**config.mk**
```make
export PLATFORM = sky130hd
export DESIGN_NAME = reconstrutor_diferenca
export DESIGN_NICKNAME = d
export VERILOG_FILES = /design/src/rtl/reconstrutor_diferenca.sv
export SDC_FILE = /design/constraint.sdc
export NUM_CORES = 1
export LEC_CHECK = 0
export ABC_AREA = 1
export CAP_MARGIN = 20
export CORE_MARGIN = 2
export CORE_UTILIZATION = 40
export DETAILED_ROUTE_END_ITERATION = 10
export PLACE_DENSITY = 0.68
export SYNTH_ARGS = -nofsm -noshare
export SYNTH_HDL_FRONTEND = slang
export SYNTH_SLANG_ARGS = --single-unit
```
**constraint.sdc**
```tcl
create_clock -name clk -period 1.8 [get_ports clk]
set_clock_uncertainty 0.15 [all_clocks]
set_input_delay 0.18 -clock clk [delete_from_list [all_inputs] [get_ports clk]]
set_output_delay 0.18 -clock clk [all_outputs]
set_load 0.005 [all_outputs]
```
**src/rtl/reconstrutor_diferenca.sv**
```systemverilog
// Bit-serial delta reconstructor: R <= R +/- D over 4 clocks using one adder/subtractor cell.
// Latency inicio->valido 4 cycles; pronto low during CALCULA/FIM, requests outside OCIOSO are dropped.
module reconstrutor_diferenca (
    input  logic       clk,
    input  logic       rst_n,
    input  logic       carga,
    input  logic [3:0] A,
    input  logic       inicio,
    input  logic       sinal,
    input  logic [3:0] D,
    output logic       pronto,
    output logic [3:0] S,
    output logic       valido,
    output logic       erro
);

    typedef enum logic [1:0] {
        OCIOSO  = 2'd0,
        CALCULA = 2'd1,
        FIM     = 2'd2
    } estado_t;

    estado_t    r_estado;
    estado_t    w_prox;

    logic [1:0] r_cnt;
    logic       r_c;
    logic [3:0] r_dsh;
    logic       r_sinal_sh;
    logic [3:0] r_work;
    logic [3:0] r_R;
    logic       r_erro;

    logic       w_a;
    logic       w_b;
    logic       w_soma;
    logic       w_c_prox;
    logic       w_ultimo;
    logic [3:0] w_resultado;

    // Single full-adder/subtractor cell; carry and borrow share r_c.
    assign w_a         = r_R[r_cnt];
    assign w_b         = r_dsh[r_cnt];
    assign w_soma      = w_a ^ w_b ^ r_c;
    assign w_c_prox    = r_sinal_sh ? ((~w_a & w_b) | (~(w_a ^ w_b) & r_c))
                                    : ((w_a & w_b) | (w_a & r_c) | (w_b & r_c));
    assign w_ultimo    = (r_cnt == 2'd3);
    assign w_resultado = {w_soma, r_work[3:1]};

    always_ff @(posedge clk or negedge rst_n) begin
        if (!rst_n) begin
            r_estado <= OCIOSO;
        end else begin
            r_estado <= w_prox;
        end
    end

    always_comb begin
        w_prox = r_estado;
        pronto = 1'b0;
        valido = 1'b0;
        case (r_estado)
            OCIOSO: begin
                pronto = 1'b1;
                if (inicio && !carga) begin
                    w_prox = CALCULA;
                end
            end
            CALCULA: begin
                if (w_ultimo) begin
                    w_prox = FIM;
                end
            end
            FIM: begin
                valido = 1'b1;
                w_prox = OCIOSO;
            end
            default: begin
                w_prox = OCIOSO;
            end
        endcase
    end

    // R is only written on carga or after the last bit, so an abort never leaves a partial value.
    always_ff @(posedge clk or negedge rst_n) begin
        if (!rst_n) begin
            r_cnt      <= 2'd0;
            r_c        <= 1'b0;
            r_dsh      <= 4'd0;
            r_sinal_sh <= 1'b0;
            r_work     <= 4'd0;
            r_R        <= 4'd0;
            r_erro     <= 1'b0;
        end else begin
            case (r_estado)
                OCIOSO: begin
                    if (carga) begin
                        r_R    <= A;
                        r_erro <= 1'b0;
                    end else if (inicio) begin
                        r_dsh      <= D;
                        r_sinal_sh <= sinal;
                        r_c        <= 1'b0;
                        r_cnt      <= 2'd0;
                        r_work     <= 4'd0;
                    end
                end
                CALCULA: begin
                    r_work <= w_resultado;
                    r_c    <= w_c_prox;
                    r_cnt  <= r_cnt + 2'd1;
                    if (w_ultimo) begin
                        r_R    <= w_resultado;
                        r_erro <= w_c_prox;
                    end
                end
                default: begin
                end
            endcase
        end
    end

    assign S    = r_R;
    assign erro = r_erro;

endmodule

```
==> metrics.md <==
| Metric | Value |
|---|---|
| Vias in the first global route | 798 |
| Die height | 53.0 microns |
| Wire per inst | 11.0 microns |
| Num rows | 17 |
| GRT overflow | 0 |
| Area leader, netlist | dfrtp_1 |
| Max-cap violations | 0 |
| Vias per Instance | 4.63 |
| Core area | 2230 sq um |
| Combinational power share | 52.7% |
| Commonest cells in the netlist | 46 x nand2_1, 18 x dfrtp_1, 16 x inv_1 |
| Worst r2r src | r_cnt[0] |
| Cell internal pwr | 1.23 mW |
| Dominant cell by count in the synthesized netlist | nand2_1 |
| Leakage | 0.663 nW |
| Dpl cells | 166 |
| Initial Util | 43.0% |
| Worst Setup Start Kind | register |
| First-pass GRT wire length | 3360 microns |
| Fin crit share | 101% |
| Final Worst Setup Slack | -0.0173 ns |
| Met1 global-route usage | 19.6% |
| Worst Setup SP | r_cnt[0] |
| Final Hold Violating Endpoints | 0 |
| RePlAce Congestion | 0.759 |
| Root Driver | clkbuf_4 |
| Worst slew margin | 84.4% |
| Layout cells sized above 1 | 22.2% |
| Number of synthesized flops with an enable pin | 0 |
| Met3 global-route usage | 3.11% |
| Number of port buffers | 19 |
| GRT Resource Usage Total | 16.6% |
| Worst path required time | 1.89 ns |
| Post-route DRC | 0 |
| R2r worst-path depth | 10 |
| Status | finished with violations |
| Synth cell types | 16 |
| RSZ-0062 raised after global routing | yes |
| Top area cells in the synthesized netlist | dfrtp_1 47%, nand2_1 18%, inv_1 6.3% |
| Syn Nets | 134 |
| Largest net degree at the start of global routing | 19 |
| Pwr dens | 1690 nW/um^2 |
| Critical setup path kind | reg -> reg |
| Clock Power Share | 11.8% |
| Period minus WS final | 1.82 ns |
| DRT iter0 DRCs | 7 |
| Clock sinks | 18 |
| Post-route antenna net violation count | 0 |
| Post-synth ARST share | 100% |
| Worst EP arrival | 1.91 ns |
| Fillers | 226 |
| Initial antenna violation count | 0 |
| Clk slew on worst S/H paths | 0.11 ns |
| Critical path endpoint category | register |
| FF+latch count, synth | 18 |
| Clock latency at the later pin of the worst-skew pair | 0.30 ns |
| Hold buffers post-CTS | 0 |
| CTS tree | built |
| Max H-tree Level | 1 |
| Syn-to-layout area delta | 32.1% |
| Post-Syn Instances | 118 |
| Max-slew violation count | 0 |
| Reg2Reg Setup Slack | -0.02 ns |
| Worst R2R End | S[3] |
| CTS max path bufs | 2 |
| GRT busiest layer | met2 |
| Layout Nets | 161 |
| TNS Setup | -0.0242 ns |
| Die Area | 2810 sq um |
| Register area | 454 sq um |
| Final setup viols | 2 |
| Max Fclk | 550 MHz |
| Post-route insts no fill | 172 |
| Met2 usage | 29.0% |
| Min-Delay Path Class | in -> async |
| Top Ports | 20 |
| Avg Cell Area, Syn | 8.13 sq um |
| Post-Place Worst Slack | -0.120 ns |
| Drt pass-1 iters | 4 |
| Mapped cell area | 960 sq um |
| Post-synth top area share | 46.9% |
| Worst Tran Pin Value | 0.233 ns |
| IR drop worst, VDD | 0.000832 V |
| Ys flop type | dfrtp_1 |
| Crit path max fanout | 6 |
| YS warnings | 0 |
| Sw frac | 42.6% |
| Seq/Total Area, Yosys | 46.9% |
| Flop pwr share | 35.5% |
| Violated checks | negative setup slack |
| CTS buffer count | 3 |
| Post-DP HPWL | 1420 microns |
| Final core occ | 56.8% |
| Total via count in the routed design | 797 |
| Antenna cells | 0 |
| Switching power | 0.911 mW |
| Footprint of the multi-input gates | 444 sq um |
| Die X | 53.0 microns |
| Routed WL | 1890 microns |
power by group through the flow:
stage / Clock (mW) / Combinational [mW] / Sequential [mW]
after floorplan: 0 / 0.707 / 0.727
after global placement: 0 / 0.993 / 0.747
after detailed placement: 0 / 1.02 / 0.754
after CTS: 0.260 / 1.12 / 0.755
after global routing: 0.278 / 1.31 / 0.784
final: 0.252 / 1.13 / 0.760
layer usage:
layer / wire, microns / vias to the layer above
met5: 0 / -
met4: 31 / 0
met3: 65 / 5
met2: 941 / 12
met1: 854 / 367
li1: - / 413
placed cells by master (no fill, tap or decap):
cell type / netlist / layout
nand2_1: 46 / 43
clkdlybuf4s50_1: 0 / 18
dfrtp_1: 18 / 15
inv_1: 16 / 13
nand3_1: 11 / 11
inv_2: 1 / 4
nor2_1: 6 / 4
o21ai_2: 3 / 4
nand2_2: 1 / 4
buf_4: 0 / 4
o21ai_0: 6 / 3
clkbuf_4: 0 / 3
dfrtp_2: 0 / 3
nor2_4: 2 / 2
nor2_2: 0 / 2
o21ai_1: 0 / 2
fa_2: 0 / 2
o21a_1: 1 / 1
nand3_2: 1 / 1
nand3_4: 1 / 1
ha_1: 1 / 1
clkbuf_8: 0 / 1
dlymetal6s2s_1: 0 / 1
buf_6: 2 / 1
worst max path at each step:
stage            to  slack (ns)  cells after the start
2_1_floorplan  erro        0.02                     13
3_3_place_gp   erro       -0.04                     13
3_5_place_dp   erro       -0.12                     13
4_1_cts        S[3]       -0.01                     10
5_1_grt        S[3]       -0.14                     10
6_report       S[3]       -0.02                     10
worst max-delay path, stage by stage (launching register included):
cell	delay [ns]
dfrtp_2	0.44
inv_2	0.08
nor2_2	0.11
nor2_1	0.04
nand2_1	0.07
nand2_2	0.07
fa_2	0.58
nand2_2	0.06
nand2_1	0.07
nand2_1	0.04
nand2_1	0.05
through the flow:
stage	cell area (sq um)	hold WS (ns)	power [mW]
after floorplan	960	-0.266	1.43
after CTS	1250	0.0603	2.14
final	1270	0.0498	2.14
after detailed placement	1180	0.318	1.78
after global routing	1270	0.0675	2.37
after global placement	1180	0.328	1.74
kinds of logic (layout without fill, tap and decap cells):
group / count (synthesis) / after routing / share of synthesized area (%)
simple gates: 68 / 68 / 31.9
buf+inv: 19 / 45 / 9.00
flops: 18 / 18 / 46.9
compound gates: 10 / 10 / 6.65
fa+ha+maj: 3 / 3 / 5.48
final cells by class:
| type | count | share of cell area [%] |
|---|---|---|
| multi-input combinational | 81 | 35.0 |
| inverter | 17 | 5.03 |
| clock buffer | 4 | 2.86 |
| sequential | 18 | 35.8 |
| tap | 28 | 2.76 |
| timing repair buffer | 24 | 18.5 |
repair_timing:
item,CTS,global route
pin swaps,7,4
endpoints found under the setup margin,3,6
hold endpoints to repair,0,0
resized for setup,13,6
setup buffers,1,1
sequential cells by signal (all words and copies together) (netlist names):
signal      cells
r_c             1
r_work          3
r_sinal_sh      1
S               4
erro            1
r_estado        2
r_cnt           2
r_dsh           4
No activity file was read; power rests on OpenSTA's default activity.
